### config.mk
export PLATFORM = sky130hd
export DESIGN_NAME = riscv_fetch
export DESIGN_NICKNAME = d
export VERILOG_FILES = /design/src/rtl/riscv_fetch.sv
export SDC_FILE = /design/constraint.sdc
export NUM_CORES = 1
export LEC_CHECK = 0
export ABC_CLOCK_PERIOD_IN_PS = 6200
export BUFFER_PORTS_ARGS = -buffer_cell sky130_fd_sc_hd__buf_2
export CORE_ASPECT_RATIO = 0.7
export CORE_MARGIN = 5
export CORE_UTILIZATION = 44
export CTS_CLUSTER_SIZE = 14
export DETAILED_ROUTE_END_ITERATION = 6
export GPL_ROUTABILITY_DRIVEN = 0
export PLACE_DENSITY_LB_ADDON = 0.12
export REMOVE_ABC_BUFFERS = 1
export SLEW_MARGIN = 20
export SYNTH_ARGS = -nofsm -noshare
export SYNTH_HDL_FRONTEND = slang
export SYNTH_SLANG_ARGS = --single-unit
### constraint.sdc
create_clock -name CLK -period 6.2 [get_ports CLK]
set_input_delay 0.62 -clock CLK [delete_from_list [all_inputs] [get_ports CLK]]
set_output_delay 0.62 -clock CLK [all_outputs]
set_load 0.02 [all_outputs]
### src/rtl/riscv_fetch.sv
// Instruction fetch stage: issues word reads to the icache (one outstanding),
// buffers responses in a 2-entry FIFO and hands them to decode.
module riscv_fetch #(
   parameter logic [31:0] BOOT_VECTOR = 32'h0000_0000
) (
   input  logic        CLK,
   input  logic        RST_N,
   output logic        fetch_valid_o,
   output logic [31:0] fetch_instr_o,
   output logic [31:0] fetch_pc_o,
   output logic        fetch_fault_o,
   input  logic        fetch_accept_i,
   input  logic        fetch_branch_i,
   input  logic [31:0] fetch_branch_pc_i,
   input  logic        fetch_invalidate_i,
   output logic        icache_rd_o,
   output logic [31:0] icache_pc_o,
   output logic        icache_flush_o,
   input  logic        icache_accept_i,
   input  logic        icache_valid_i,
   input  logic [31:0] icache_inst_i,
   input  logic        icache_error_i
);

   typedef enum logic {RUN, HALT} state_t;

   state_t      state_q;
   logic [31:0] pc_q;
   logic [31:0] req_pc_q;
   logic        outstanding_q;
   logic        drop_q;
   logic        flush_q;
   logic [1:0]  count_q;
   logic        rd_ptr_q;
   logic        wr_ptr_q;
   logic [31:0] instr_q [2];
   logic [31:0] fpc_q   [2];
   logic [1:0]  fault_q;

   logic        pop;
   logic        issue;
   logic        resp;
   logic        push;
   logic [2:0]  occ;
   logic [31:0] push_instr;
   logic        unused_bits;

   assign pop   = fetch_valid_o & fetch_accept_i;
   assign resp  = icache_valid_i & outstanding_q;
   assign push  = resp & !drop_q & !fetch_branch_i;
   assign issue = icache_rd_o & icache_accept_i;

   // Entries that will occupy the FIFO once the in-flight read lands.
   assign occ = {1'b0, count_q} + {2'b00, outstanding_q} - {2'b00, pop};

   assign icache_rd_o = (state_q == RUN) & !fetch_branch_i &
                        (!outstanding_q | resp) & (occ < 3'd2);
   assign icache_pc_o    = pc_q;
   assign icache_flush_o = flush_q;

   assign fetch_valid_o = (count_q != 2'd0);
   assign fetch_instr_o = instr_q[rd_ptr_q];
   assign fetch_pc_o    = fpc_q[rd_ptr_q];
   assign fetch_fault_o = fault_q[rd_ptr_q];

   // A faulting fetch never exposes the bus data to decode.
   assign push_instr  = icache_error_i ? 32'h0000_0000 : icache_inst_i;
   assign unused_bits = ^fetch_branch_pc_i[1:0];

   always_ff @(posedge CLK or negedge RST_N) begin
      if (!RST_N) begin
         state_q       <= RUN;
         pc_q          <= BOOT_VECTOR;
         req_pc_q      <= 32'h0000_0000;
         outstanding_q <= 1'b0;
         drop_q        <= 1'b0;
         flush_q       <= 1'b0;
         count_q       <= 2'd0;
         rd_ptr_q      <= 1'b0;
         wr_ptr_q      <= 1'b0;
         instr_q[0]    <= 32'h0000_0000;
         instr_q[1]    <= 32'h0000_0000;
         fpc_q[0]      <= 32'h0000_0000;
         fpc_q[1]      <= 32'h0000_0000;
         fault_q       <= 2'b00;
      end else begin
         flush_q <= fetch_invalidate_i;
         if (fetch_branch_i) begin
            // Redirect wins: empty the FIFO and mark any in-flight read stale.
            pc_q     <= {fetch_branch_pc_i[31:2], 2'b00};
            count_q  <= 2'd0;
            rd_ptr_q <= 1'b0;
            wr_ptr_q <= 1'b0;
            state_q  <= RUN;
            if (resp) begin
               outstanding_q <= 1'b0;
               drop_q        <= 1'b0;
            end else if (outstanding_q) begin
               drop_q <= 1'b1;
            end
         end else begin
            if (issue) begin
               req_pc_q      <= pc_q;
               pc_q          <= pc_q + 32'd4;
               outstanding_q <= 1'b1;
            end else if (resp) begin
               outstanding_q <= 1'b0;
            end
            if (resp && drop_q)
               drop_q <= 1'b0;
            if (push) begin
               instr_q[wr_ptr_q] <= push_instr;
               fpc_q[wr_ptr_q]   <= req_pc_q;
               fault_q[wr_ptr_q] <= icache_error_i;
               wr_ptr_q          <= ~wr_ptr_q;
               if (icache_error_i)
                  state_q <= HALT;
            end
            if (pop)
               rd_ptr_q <= ~rd_ptr_q;
            count_q <= count_q + {1'b0, push} - {1'b0, pop};
         end
      end
   end

endmodule

Yosys cells after proc, flatten, opt, wreduce, memory -nomap -nowiden
Index checks and enable logic that the tools add are counted.

Register bits: 202. Output and inout bits: 100. Logic and storage cells: 91. Input port bits: 72.

Mux-type cells: 33. Equality and inequality tests: 1. Reduce and logical (&&, ||, !) cells: 16. Magnitude comparators: 7. $add $sub $neg: 5. Bitwise gates (word level): 15.

Operators by type and width (count): 32-bit 2-to-1 mux (10); 64-bit bitwise mux (2); 32-bit by 3-bit adder with 32-bit output (second input constant) (1); 32-bit demux with 1-bit select (1); 1-bit 2-to-1 mux (17); 2-bit nonzero test (6); 1-bit AND (8); 2-bit AND reduction (4); 2-bit greater-or-equal comparator (second input constant) (2); 1-bit by 2-bit less-than comparator with 1-bit output (second input constant) (2); 1-bit inverter (4); 1-bit inverter with 2-bit output (2); 2-bit by 1-bit adder with 3-bit output (1); 1-bit logical AND (3); 1-bit logical NOT (3); 3-bit by 2-bit less-than comparator with 1-bit output (second input constant) (1); 3-bit by 1-bit inequality test with 1-bit output (second input constant) (1); 3-bit by 1-bit subtractor with 3-bit output (1); 2-bit by 1-bit adder with 2-bit output (1); 2-bit bitwise mux (1); 2-bit by 1-bit less-than comparator with 1-bit output (second input constant) (1); 2-bit 2-to-1 mux (1); 2-bit by 1-bit subtractor with 2-bit output (1); 1-bit demux with 1-bit select (1); other kinds (2) (2).

Longest topological paths before layout
Depth in word-level cells: 8. Depth in mapped cells: 12. Depth with buffers taken out: 10.

Worst setup path before layout
Ideal clock, no wire load.

Path type: register to output. From: reg count_q[1]. To: out icache_rd_o. Arrival: 2.254 ns. Buffers on the path: 0. Stages on the path, launching flop included: 8. Slack: 3.326 ns. Data required time: 5.580 ns. Cells stage by stage: dfrtp_1 -> or2_2 -> nand2_1 -> nor2_1 -> o21ai_0 -> fa_1 -> xor2_1 -> nor4_1.

Longest elaborated chain between the ends: 5. Elaborated cells between the ends (all ways): 6. Those cells by class: add/sub (2); order compare (1); bitwise (2); reduce/logical (1).

Ends and longest elaborated chain: start: declaration (line 33) `logic [1:0] count_q;`; start signal: assignment (line 121) `count_q <= count_q + {1'b0, push} - {1'b0, pop};`; 2-bit nonzero test (line 61) `assign fetch_valid_o = (count_q != 2'd0);`; named net fetch_valid_o (line 8) `output logic fetch_valid_o,`; 1-bit AND (line 48) `assign pop = fetch_valid_o & fetch_accept_i;`; 3-bit by 1-bit subtractor with 3-bit output (line 54) `assign occ = {1'b0, count_q} + {2'b00, outstanding_q} - {2'b00, pop};`; 3-bit by 2-bit less-than comparator with 1-bit output (line 57) `(!outstanding_q | resp) & (occ < 3'd2);`; 1-bit AND (line 57); end: declaration (line 16) `output logic icache_rd_o,`.

The timed path passes the listed nets, and every way through them passes these cells.

Worst setup path after layout
From: reg count_q[1]. To: reg pc_q[13], in the netlist icache_pc_o[13].

Longest elaborated chain between the ends: 7. Elaborated cells between the ends (all ways): 8. Those cells by class: add/sub (2); order compare (1); bitwise (3); reduce/logical (2).

Ends and longest elaborated chain: parallel branches: the longest is 2 deep, another holds 2-bit by 1-bit adder with 3-bit output; 3-bit by 1-bit subtractor with 3-bit output * (line 54); 3-bit by 2-bit less-than comparator with 1-bit output * (line 57); 1-bit AND * (line 57); 1-bit AND * (line 51) `assign issue = icache_rd_o & icache_accept_i;`; 2-bit nonzero test (no source line) *; end signal: assignment (line 90) `pc_q <= {fetch_branch_pc_i[31:2], 2'b00};`; end signal: assignment (line 104) `pc_q <= pc_q + 32'd4;`; end: declaration (line 28) `logic [31:0] pc_q;`.

Mark *: on every way between the ends. A chain may end at the register's enable or synchronous reset.

==> impl_metrics.py <==
metrics = {
    "cts": {
        "cts_hold_buffers": 0,
        "cts_tree": "done",
        "htree_levels": 4,
        "cts_setup_buffers": 0,
        "clock_sinks": 194,
        "clkLatencyLatePin_ns": 0.43,
        "root_buffer": "clkbuf_16",
        "numCtsBuffers": 17,
        "cts_resized": 0,
        "path_clk_slew_ns": 0.08,
        "cts.path.max_buffers": 2,
    },
    "global_routing": {
        "use_met2": 0.264,
        "antenna_found_initial": 1,
        "grt_use_total": 0.185,
        "grt_pass1_wl_um": 34500,
        "grt_overflow_total": 0,
        "grt_pass1_vias": 6207,
        "grt.busiest_layer": "met1",
        "grt_max_degree": 96,
        "use_met1": 0.283,
        "grtUsageMet3": 0.0449,
    },
    "layout": {
        "multiInputGateArea_sq_um": 3840,
        "fill_cells": 1879,
        "n_antenna_cell": 0,
        "final-seq-area_sq_um": 4860,
        "drive_above_1_share": 0.313,
        "fin_area_sq_um": 10500,
        "syn_to_final_growth_pct": 17.8,
        "final_nets": 1046,
    },
    "timing": {
        "worst_pin_slew_ns": 1.08,
        "finalWorstSetupSlack_ns": 2.83,
        "skew_ns": 0.0113,
        "setup_viol": 0,
        "final_max_slew_viol_count": 0,
        "tns_ns": 0,
        "timing.hold.ws_ns": 0.191,
        "rsz0062_at_grt": "false",
        "slew_headroom": 0.278,
        "hold_viol": 0,
        "fin_crit_ns": 3.37,
        "max_freq_ghz": 0.297,
        "fin_crit_sh": 0.543,
    },
    "floorplanning": {
        "start_util": 0.449,
        "fp.coreArea_sq_um": 19900,
        "die_x_um": 180,
        "ioPinCount": 172,
        "num_rows": 43,
        "die-area_sq_um": 23300,
        "die_h_um": 129,
    },
    "logic_synthesis": {
        "ys_seq_area_frac": 0.543,
        "synth_top_area_frac": 0.543,
        "netlist_area_sq_um": 8940,
        "synth-edff-count": 0,
        "yosys.area.top_type": "dfrtp_1",
        "synth-main-ff-cell": "dfrtp_1",
        "synth_area_leaders": "dfrtp_1 (54%), mux2_2 (11%), nand2_1 (7.8%)",
        "yosysUniqueCellTypes": 44,
        "ys_ff_latch": 194,
        "async_flop_share": 1.00,
        "avgSynthCellArea_sq_um": 10.8,
        "postSynthCellCount": 831,
        "ys_warn_count": 0,
    },
    "flow_run": {
        "max_cap_violations": 0,
    },
    "place": {
        "dp_slack_ns": 2.71,
        "hpwl_um": 13900,
        "io_buffers": 165,
        "placed_area_sq_um": 9940,
    },
    "drt": {
        "wl_per_cell_um": 16.8,
        "firstDrtPassIters": 5,
        "avgViaCountPerCell": 5.05,
        "num_vias": 6325,
        "wl_um": 21100,
        "drtIter0Drc": 495,
        "ant_nets": 0,
        "drc": 0,
    },
    "setup_path": {
        "critPathMaxFanout": 49,
        "end_kind": "flop",
        "critPathLaunchType": "flop",
        "path_class": "flop to flop",
        "cp.arrival_ns": 3.69,
        "worstPathRequired_ns": 6.52,
    },
    "outcome": {
        "outcome": "complete, no violations",
    },
    "power_and_ir_drop": {
        "cellLeakagePower_nw": 5.19,
        "power.density_nw_per_um2": 429,
        "finalPower_mw": 4.51,
        "peakVddDrop_mv": 0.208,
    },
    "worst_hold_path": {
        "hp-class": "input pin to asynchronous set/reset pin",
    },
}
## final timing paths
| path | startpoint | end | slack [ns] | cells after the start |
|---|---|---|---|---|
| setup / recovery | count_q[1] | icache_pc_o[13] | 2.83 | 12 |
| hold / removal | RST_N | instr_q[34] | 0.19 | 1 |
| setup reg to reg | count_q[1] | icache_pc_o[13] | 2.83 | 12 |
| hold reg to reg | instr_q[7] | instr_q[7] | 0.48 | 2 |
| max in group asynchronous | RST_N | icache_pc_o[24] | 4.84 | 2 |
| min in group CLK | fetch_invalidate_i | icache_flush_o | 0.30 | 1 |
## critical path, cell delays in order (launching register included)
cell and delay (ns):
dfrtp_1 0.44, or2_2 0.31, nand2_1 0.13, nor2_1 0.08, o21ai_0 0.23, fa_1 0.23, xor2_1 0.41, nor3_4 0.07
buf_4 0.31, nor2_1 0.53, buf_4 0.31, o21ai_0 0.11, o311ai_1 0.10
## power breakdown
part	leakage [nW]	internal, mW	switching (mW)
clock	0.277	0.580	0.514
combinational	2.38	0.621	0.815
sequential	2.54	1.66	0.325
total	5.19	2.86	1.65
## synth_stat cells, types with 4 or more instances
cell	n
a21oi_1	6
a221o_1	4
and4_1	4
buf_1	7
buf_2	13
buf_4	6
clkbuf_1	26
dfrtp_1	194
inv_1	7
mux2_1	36
mux2_2	90
mux2i_1	8
nand2_1	186
nand2b_1	37
nand3_1	18
nand4_1	13
nor2_1	16
nor2b_1	6
nor3_1	4
nor3_2	4
o211ai_1	5
o21ai_0	42
o21ai_1	46
o311ai_1	6
or3_1	5
xnor2_1	4
xor2_1	10
## routing by layer
layer / vias up / part of all wire
met5: - / 0.00062
met4: 2 / 0.0093
met3: 16 / 0.046
met2: 114 / 0.43
met1: 3071 / 0.51
li1: 3122 / -
## cells by family (layout without fill, tap and decap cells)
family,count (synthesis),in the layout,share of synthesized area
buffers and inverters,61,210,0.0316
and+or+nand+nor,307,307,0.164
other,1,4,0.000420
DFF,194,194,0.543
adders and majority gates,4,4,0.00644
muxes,134,134,0.168
AOI/OAI and AO/OA,116,116,0.0729
xor gates and xnor gates,14,14,0.0137
## final cells by class
cell class / instances / share of cell area
Clock buffer: 19 / 0.0421
Clock inverter: 13 / 0.0132
Inverter: 7 / 0.00249
Multi-Input combinational cell: 579 / 0.365
Sequential cell: 194 / 0.461
Tap cell: 270 / 0.0321
Timing Repair Buffer: 171 / 0.0839
## sequential cells by signal, summed over array words and instances (netlist names)
name            count
instr_q            64
outstanding_q       1
wr_ptr_q            1
drop_q              1
count_q             2
icache_pc_o        30
req_pc_q           30
icache_flush_o      1
fpc_q              60
fault_q             2
state_q             1
rd_ptr_q            1
## stage by stage
step            util  cells
3_3_place_gp   0.499   1221
3_5_place_dp   0.499   1221
2_1_floorplan      -    780
5_1_grt        0.529   1253
4_1_cts        0.528   1253
6_report       0.529   1253
## cell usage in the layout, fill, tap and decap left out, types with 5 or more instances in the layout
cell	n
a21oi_1	6
buf_2	164
buf_4	5
clkbuf_16	17
dfrtp_1	193
inv_1	7
mux2_1	36
mux2_2	90
mux2i_1	8
nand2_1	185
nand2b_1	36
nand3_1	18
nand4_1	13
nor2_1	16
nor2b_1	6
o211ai_1	5
o21ai_0	42
o21ai_1	46
o311ai_1	6
xor2_1	10
No activity file was read; power rests on OpenSTA's default activity.
